File: src/rtl/time_pkg.sv
// time_pkg: shared field limits, field-select encoding, FSM states and step helper
package time_pkg;
  localparam int unsigned SEC_MAX = 59;
  localparam int unsigned MIN_MAX = 59;
  typedef enum logic [2:0] {F_NONE, F_MS, F_SEC, F_MIN, F_HR} field_e;
  typedef enum logic [1:0] {IDLE, FIRST, DELAY, REPEAT} state_e;
  function automatic field_e pick_field(input logic ms, input logic s, input logic mn, input logic hr);
    return ms ? F_MS : s ? F_SEC : mn ? F_MIN : hr ? F_HR : F_NONE;
  endfunction
  function automatic int unsigned wrap_step(input int unsigned v, input int unsigned max, input logic up);
    return up ? (v >= max ? 32'd0 : v + 32'd1) : (v == 32'd0 ? max : v - 32'd1);
  endfunction
endpackage

File: src/rtl/btn_sync_edge.sv
// btn_sync_edge: 2-flop synchroniser with rising-edge pulse, blind to presses held across reset
module btn_sync_edge (
  input  logic clk,
  input  logic rst,
  input  logic btn,
  output logic level,
  output logic pulse
);
  logic s1, s2, s2_d, primed, armed;
  // synchronise, delay for edge detect, and arm only after the button is seen released post-reset
  always_ff @(posedge clk or posedge rst)
    if (rst) begin
      s1 <= 1'b0;
      s2 <= 1'b0;
      s2_d <= 1'b0;
      primed <= 1'b0;
      armed <= 1'b0;
    end else begin
      s1 <= btn;
      s2 <= s1;
      s2_d <= s2;
      primed <= 1'b1;
      armed <= armed | (primed & ~s1 & ~s2);
    end
  assign level = s2 & armed;
  assign pulse = s2 & ~s2_d & armed;
endmodule

File: src/rtl/time_entry_ctrl.sv
// time_entry_ctrl: button-driven time field editor with auto-repeat and clear
module time_entry_ctrl
  import time_pkg::*;
#(
  parameter int unsigned MS_MAX = 999,
  parameter int unsigned HR_MAX = 23,
  parameter int unsigned REPEAT_DELAY = 25_000_000,
  parameter int unsigned REPEAT_PERIOD = 5_000_000
) (
  input  logic clk,
  input  logic rst,
  input  logic ms_sw,
  input  logic s_sw,
  input  logic min_sw,
  input  logic hr_sw,
  input  logic toggle,
  input  logic inc_btn,
  input  logic dec_btn,
  input  logic clr_btn,
  output logic [$clog2(MS_MAX+1)-1:0] ms_o,
  output logic [5:0] sec_o,
  output logic [5:0] min_o,
  output logic [$clog2(HR_MAX+1)-1:0] hr_o,
  output logic load_o
);
  localparam int unsigned MW = $clog2(MS_MAX + 1);
  localparam int unsigned HW = $clog2(HR_MAX + 1);
  localparam int unsigned RMAX = REPEAT_DELAY > REPEAT_PERIOD ? REPEAT_DELAY : REPEAT_PERIOD;
  localparam int unsigned CW = $clog2(RMAX + 1);
  logic inc_l, inc_p, dec_l, dec_p, clr_l, clr_p;
  logic abort, start, dir, step, clr_go, up;
  logic [CW-1:0] cnt;
  state_e state;
  field_e fsel;
  btn_sync_edge u_inc (.clk(clk), .rst(rst), .btn(inc_btn), .level(inc_l), .pulse(inc_p));
  btn_sync_edge u_dec (.clk(clk), .rst(rst), .btn(dec_btn), .level(dec_l), .pulse(dec_p));
  btn_sync_edge u_clr (.clk(clk), .rst(rst), .btn(clr_btn), .level(clr_l), .pulse(clr_p));
  // decode active field, press start, hold abort and step timing; presses during a held clear are ignored
  always_comb begin
    fsel = pick_field(ms_sw, s_sw, min_sw, hr_sw);
    abort = toggle | (up ? (~inc_l | dec_l) : (~dec_l | inc_l));
    start = ~toggle & ~clr_l & ((inc_p & ~dec_l) | (dec_p & ~inc_l));
    dir = state == IDLE ? inc_p : up;
    step = state == IDLE ? start :
           state == DELAY ? ~abort & (cnt == CW'(REPEAT_DELAY - 1)) :
           state == REPEAT ? ~abort & (cnt == CW'(REPEAT_PERIOD - 1)) : 1'b0;
    clr_go = clr_p & ~toggle;
  end
  // press/hold state machine; the first step is taken on the edge that enters FIRST
  always_ff @(posedge clk or posedge rst)
    if (rst) begin
      state <= IDLE;
      cnt <= '0;
      up <= 1'b0;
    end else if (clr_go) begin
      state <= IDLE;
      cnt <= '0;
    end else begin
      case (state)
        IDLE: if (start) begin
          state <= FIRST;
          up <= inc_p;
        end
        FIRST: begin
          state <= abort ? IDLE : DELAY;
          cnt <= '0;
        end
        default: if (abort) begin
          state <= IDLE;
          cnt <= '0;
        end else if (step) begin
          state <= REPEAT;
          cnt <= '0;
        end else cnt <= cnt + CW'(1);
      endcase
    end
  // field registers with wrap-around steps, clear overriding any same-cycle step
  always_ff @(posedge clk or posedge rst)
    if (rst) begin
      ms_o <= '0;
      sec_o <= '0;
      min_o <= '0;
      hr_o <= '0;
      load_o <= 1'b0;
    end else begin
      load_o <= clr_go | (step & (fsel != F_NONE));
      if (clr_go) begin
        ms_o <= '0;
        sec_o <= '0;
        min_o <= '0;
        hr_o <= '0;
      end else if (step) begin
        case (fsel)
          F_MS: ms_o <= MW'(wrap_step(32'(ms_o), MS_MAX, dir));
          F_SEC: sec_o <= 6'(wrap_step(32'(sec_o), SEC_MAX, dir));
          F_MIN: min_o <= 6'(wrap_step(32'(min_o), MIN_MAX, dir));
          F_HR: hr_o <= HW'(wrap_step(32'(hr_o), HR_MAX, dir));
          default: ;
        endcase
      end
    end
endmodule

File: config.mk
export PLATFORM = sky130hd
export DESIGN_NAME = time_entry_ctrl
export DESIGN_NICKNAME = d
export VERILOG_FILES = /design/src/rtl/time_pkg.sv /design/src/rtl/btn_sync_edge.sv /design/src/rtl/time_entry_ctrl.sv
export SDC_FILE = /design/constraint.sdc
export NUM_CORES = 1
export LEC_CHECK = 0
export CAP_MARGIN = 10
export CORE_UTILIZATION = 25
export CTS_BUF_LIST = sky130_fd_sc_hd__clkbuf_16
export CTS_CLUSTER_DIAMETER = 30
export CTS_CLUSTER_SIZE = 28
export DETAILED_ROUTE_END_ITERATION = 7
export GPL_ROUTABILITY_DRIVEN = 0
export MAX_ROUTING_LAYER = met4
export PLACE_DENSITY = 0.42
export REMOVE_ABC_BUFFERS = 1
export SYNTH_ARGS = -nofsm -noshare
export SYNTH_HDL_FRONTEND = slang
export SYNTH_SLANG_ARGS = --single-unit
File: constraint.sdc
create_clock -name clk -period 2.4 [get_ports clk]
set_input_delay 0.24 -clock clk [delete_from_list [all_inputs] [get_ports clk]]
set_output_delay 0.24 -clock clk [all_outputs]
set_load 0.02 [all_outputs]
* Word-level counts from Yosys, hierarchy flattened
Cells that the tools add are included.
** Operators by class
- $add $sub $neg :: 9
- Magnitude comparators :: 4
- Equality and inequality tests :: 11
- Mux-type cells :: 43
- Bitwise logic cells :: 46
- Reductions and logical operators :: 18
** Operators with widths (number)
- 2-to-1 mux 25 bit :: 3
- 2-to-1 mux 6 bit :: 12
- 2-to-1 mux 10 bit :: 6
- one-hot mux 25 bit (2 select lines) :: 1
- 2-to-1 mux 5 bit :: 6
- adder 25 x 1 -> 25 bit, second input constant :: 1
- == test 25 x 23 -> 1 bit, second input constant :: 1
- == test 25 bit, second input constant :: 1
- bitwise AND 1 bit :: 23
- NOT 1 bit :: 15
- adder 6 x 1 -> 6 bit, second input constant :: 2
- greater-or-equal comparator 6 bit, second input constant :: 2
- logical NOT 6 bit :: 2
- 2-to-1 mux 3 bit :: 4
- subtractor 6 x 1 -> 6 bit, second input constant :: 2
- adder 10 x 1 -> 10 bit, second input constant :: 1
- greater-or-equal comparator 10 bit, second input constant :: 1
- logical NOT 10 bit :: 1
- 2-to-1 mux 2 bit :: 5
- AND reduction 2 bit :: 5
- nonzero test 2 bit :: 5
- subtractor 10 x 1 -> 10 bit, second input constant :: 1
- OR 1 bit :: 8
- == test 3 x 2 -> 1 bit, second input constant :: 2
- other kinds (16) :: 21
** Storage, ports and cells
- Bits in registers :: 69
- Output and inout port bits :: 28

* Logic depth before layout (Yosys ltp)
- Depth after elaboration :: 14
- Depth in mapped cells :: 9

* By module
From an unflattened synthesis, not the netlist that was laid out.
** Second synthesis, totals
- Cell total of the unflattened synthesis :: 544
- Area, all modules :: 4586.9 um2
** Modules (own cells, without submodules)
- time_entry_ctrl :: instances 1, cells an instance 511, area an instance 4083.9 um2, sequential area each 1401.3 um2
- btn_sync_edge :: instances 3, cells an instance 11, area an instance 167.7 um2, sequential area each 125.1 um2

* Worst setup path after synthesis
OpenSTA, ideal clock, no wires.
- Kind :: reg2reg
- Start point :: reg cnt[17]
- End point :: reg ms_o[9]
- Library setup time :: 132 ps
- Arrival :: 1991 ps
- Data required time :: 2268 ps
- Slack :: 277 ps
- Stages on the path, launching flop included :: 8
- Buffers on the path :: 1
- Period minus slack after synthesis :: 2123 ps
- Cells stage by stage :: dfrtp_1 > or4b_1 > nor3_2 > o2111ai_2 > o31ai_4 > buf_6 > mux2i_1 > nor2_1
** Between the ends
- Cells in the longest elaborated chain, start to end :: 7
** Ends and longest elaborated chain
- start, declared :: line time_entry_ctrl.sv:32 : logic [CW-1:0] cnt;
- start signal, assigned :: line time_entry_ctrl.sv:74 : end else cnt <= cnt + CW'(1);
- == test 25 x 23 -> 1 bit :: line time_entry_ctrl.sv:46 : state == REPEAT ? ~abort & (cnt == CW'(REPEAT_PERIOD - 1)) : 1'b0;
- bitwise AND 1 bit :: line time_entry_ctrl.sv:46
- 2-to-1 mux 1 bit :: line time_entry_ctrl.sv:46
- 2-to-1 mux 1 bit (*) :: line time_entry_ctrl.sv:45 : state == DELAY ? ~abort & (cnt == CW'(REPEAT_DELAY - 1)) :
- 2-to-1 mux 1 bit (*) :: line time_entry_ctrl.sv:44 : step = state == IDLE ? start :
- nonzero test 2 bit (no line) (*)
- AND reduction 2 bit (no line) (*)
- end signal, assigned :: line time_entry_ctrl.sv:94 : F_MS: ms_o <= MW'(wrap_step(32'(ms_o), MS_MAX, dir));
- end, declared :: line time_entry_ctrl.sv:20 : output logic [$clog2(MS_MAX+1)-1:0] ms_o,
Mark *: on every way between the ends. The rest lies on a longest branch, timed or not.
A chain may end at the register's enable or synchronous reset.

* Worst setup path after layout
- Start point :: reg cnt[17]
- End point :: reg ms_o[4]
Same word-level chain as after synthesis.

==> summary.txt <==
Max FO, Critical Path: 11
critical path type: reg2reg
vias: 4326
most frequent cell after synthesis: dfrtp_1
met2 Use GR: 24.2%
Mapped Cells: 541
Slew headroom: 60.1%
Final Total Pwr: 3680 uW
Final Core Density: 32.5%
fraction of the mapped netlist area in adder cells: 3.03%
Remaining DRCs: 0
layout cells sized above 1: 12.2%
# fillers: 1876
mux contribution to synthesized area: 2.51%
Register Area: 0.00173 sq mm
GRT Residual Overflow: 0
Setup violations, final: 0
row count: 48
DR iter-0 viols: 132
Root Driver: clkbuf_16
Simple-Gate Fraction of Synth Area: 25.5%
EDFF count, synth: 0
Post-DP HPWL: 8680 um
share of the synthesized area in the top cell type: 38.0%
H-tree depth: 3
Post-layout nets: 613
initial antenna violation count: 0
met1 Use GR: 19.7%
final worst path period share: 95.0%
Routed WL per cell: 15.7 um
Yosys warning total: 0
I/O pin count: 38
sequential fraction of the synthesis area: 38.0%
startpoint types: register
PD cells: 646 mW/mm^2
Worst path top cell family by delay: simple AND/OR/NAND/NOR gates
Initial Util: 25.9%
port buffer count: 37
antenna viol nets, final: 0
Yosys top cell by area: dfrtp_1
cts hold-fix bufs: 0
Worst VDD drop: 438 uV
Commonest cells post-synth: 69 x dfrtp_1, 53 x o21ai_0, 50 x nand2_1
Bufs on Longest Clock Path: 2
max-slew violation total from the final report: 0
Critical Path AT: 2.51 ns
Compound-Gate Fraction of Synth Area: 24.5%
total leakage power: 0.00230 uW
min-delay worst type: in2async
Total Routing Usage GR: 15.3%
routed vias/inst: 5.26
post-layout minimum cycle time: 2.28 ns
slew at the pin with the worst max-slew slack: 0.596 ns
maximum clock frequency: 0.439 GHz
status: finished clean
max incr delay on CP: 0.55 ns
ANT cells: 0
RSZ-0062 raised after global routing: false
Critical Path, Cell by Cell: or4b_4 -> nor3_2 -> o2111ai_2 -> buf_4 -> o31ai_4 -> buf_12 -> nor2_1 -> a2111oi_2
Die Area: 0.0187 sq mm
CP max-delay cell: or4b_4
CP Data Required Time: 2.63 ns
count of cell types in the netlist: 64
worst slack at placement: 0.00545 ns
final setup margin: 0.120 ns
first-pass iteration count of the detailed router: 5
worst path bufs/invs: 2
Final Hold Viols: 0
syn avg cell area: 8.40 sq um
first-pass GRT wire length: 21600 um
post-synthesis async set-or-reset flop share: 100%
main combinational cell family by area after synthesis: simple AND/OR/NAND/NOR gates
crit end category: register
max-cap violations: 0
GR Layer Usage met3: 3.44%
pin count of the biggest net entering global routing: 70
worst skew pair latency: 0.34 ns
Sinks on Clock Net: 69
Cell Area, Synth: 0.00454 sq mm
vias in the first global route: 4235
flops & latches, synth: 69
Core Area: 0.0175 sq mm
TritonCTS clock tree: built
synthesis-to-layout area growth: 25.5%
area of the multi-input gates: 0.00264 sq mm
skew final: 0.00848 ns
DIE HEIGHT: 137 um
Most Crowded Layer GR: met2
top_reg_cell synth: dfrtp_1
ranking of synthesized cells by area: dfrtp_1 38%, o21ai_0 5.8%, nand3_1 4.5%
CTS clk-pin slew, worst paths: 0.06 ns
area share of xor/xnor cells in the synthesized design: 1.73%
die width: 137 um
Num CTS Buffers: 9
Post-Route WL: 12900 um
-- path summary, 6_finish.rpt --
| kind | start | endpoint | slack (ns) | depth (start not counted) |
|---|---|---|---|---|
| max | cnt[17] | ms_o[4] | 0.12 | 8 |
| min | rst | min_o[5] | 0.32 | 3 |
| max reg2reg | cnt[17] | ms_o[4] | 0.12 | 8 |
| min reg2reg | u_clr.s1 | u_clr.s2 | 0.39 | 0 |
| max in group asynchronous | rst | u_inc.s2 | 1.77 | 3 |
| min in group clk | clr_btn | u_clr.s1 | 0.35 | 1 |
-- state kept, by name, summed over array words and instances, names as in the netlist, 2 cells and up --
signal  flops
cnt        25
ms_o       10
min_o       6
sec_o       6
hr_o        5
state       2
-- cell type report --
type                            count  area share, %
Multi-Input combinational cell    423           46.3
Inverter                           19           1.25
Clock inverter                      7           1.03
Sequential cell                    69           30.3
Timing Repair Buffer               70           12.2
Tap cell                          225           4.94
Clock buffer                        9           3.95
-- tightest hold or removal path: cells and delay by family --
kind / cells / cell delay, ns
buffers and inverters: 3 / 0.80
-- per-layer routing --
layer,vias up,share of wire [%]
li1,2112,-
met3,13,4.0
met5,-,0
met4,0,1.2
met1,2101,48
met2,100,47
-- timing repair --
item | 4_1_cts | 5_1_grt
gates resized for setup | 2 | 10
endpoints found under the setup margin | 2 | 28
gates cloned | 0 | 1
setup buffers | 0 | 6
pin swaps | 0 | 1
-- cells in the final DEF (no fill, tap or decap), drive strengths merged, types with 19 or more instances in the layout --
cell type and n:
dfrtp 69, o21ai 56, nand2 50, nand3 41, a21oi 38, nor2 37, clkdlybuf4s50 37, buf 33
inv 21, nor3 19
-- power by group --
| group | switching [uW] | internal, uW | total, uW |
|---|---|---|---|
| registers | 144 | 1230 | 1380 |
| clock network | 507 | 789 | 1300 |
| logic | 558 | 451 | 1010 |
| total | 1210 | 2470 | 3680 |
-- stage by stage --
stage / hold WS (ns) / instances / TNS [ns] / area, sq um
after floorplan: 0.271 / 511 / -12.73 / 4410
after global placement: 0.368 / 799 / 0 / 5320
after detailed placement: 0.382 / 799 / 0 / 5320
after CTS: 0.337 / 815 / 0 / 5620
after global routing: 0.341 / 822 / 0 / 5700
final: 0.316 / 822 / 0 / 5700
-- cells by family (layout without fill, tap and decap cells) --
group,count (synthesis),after routing
buffers and inverters,49,105
adders and majority gates,11,11
and+or+nand+nor,221,221
xor gates and xnor gates,9,9
muxes,11,11
other,1,1
AOI/OAI and AO/OA,170,170
DFF,69,69
No activity file was read; power rests on OpenSTA's default activity.
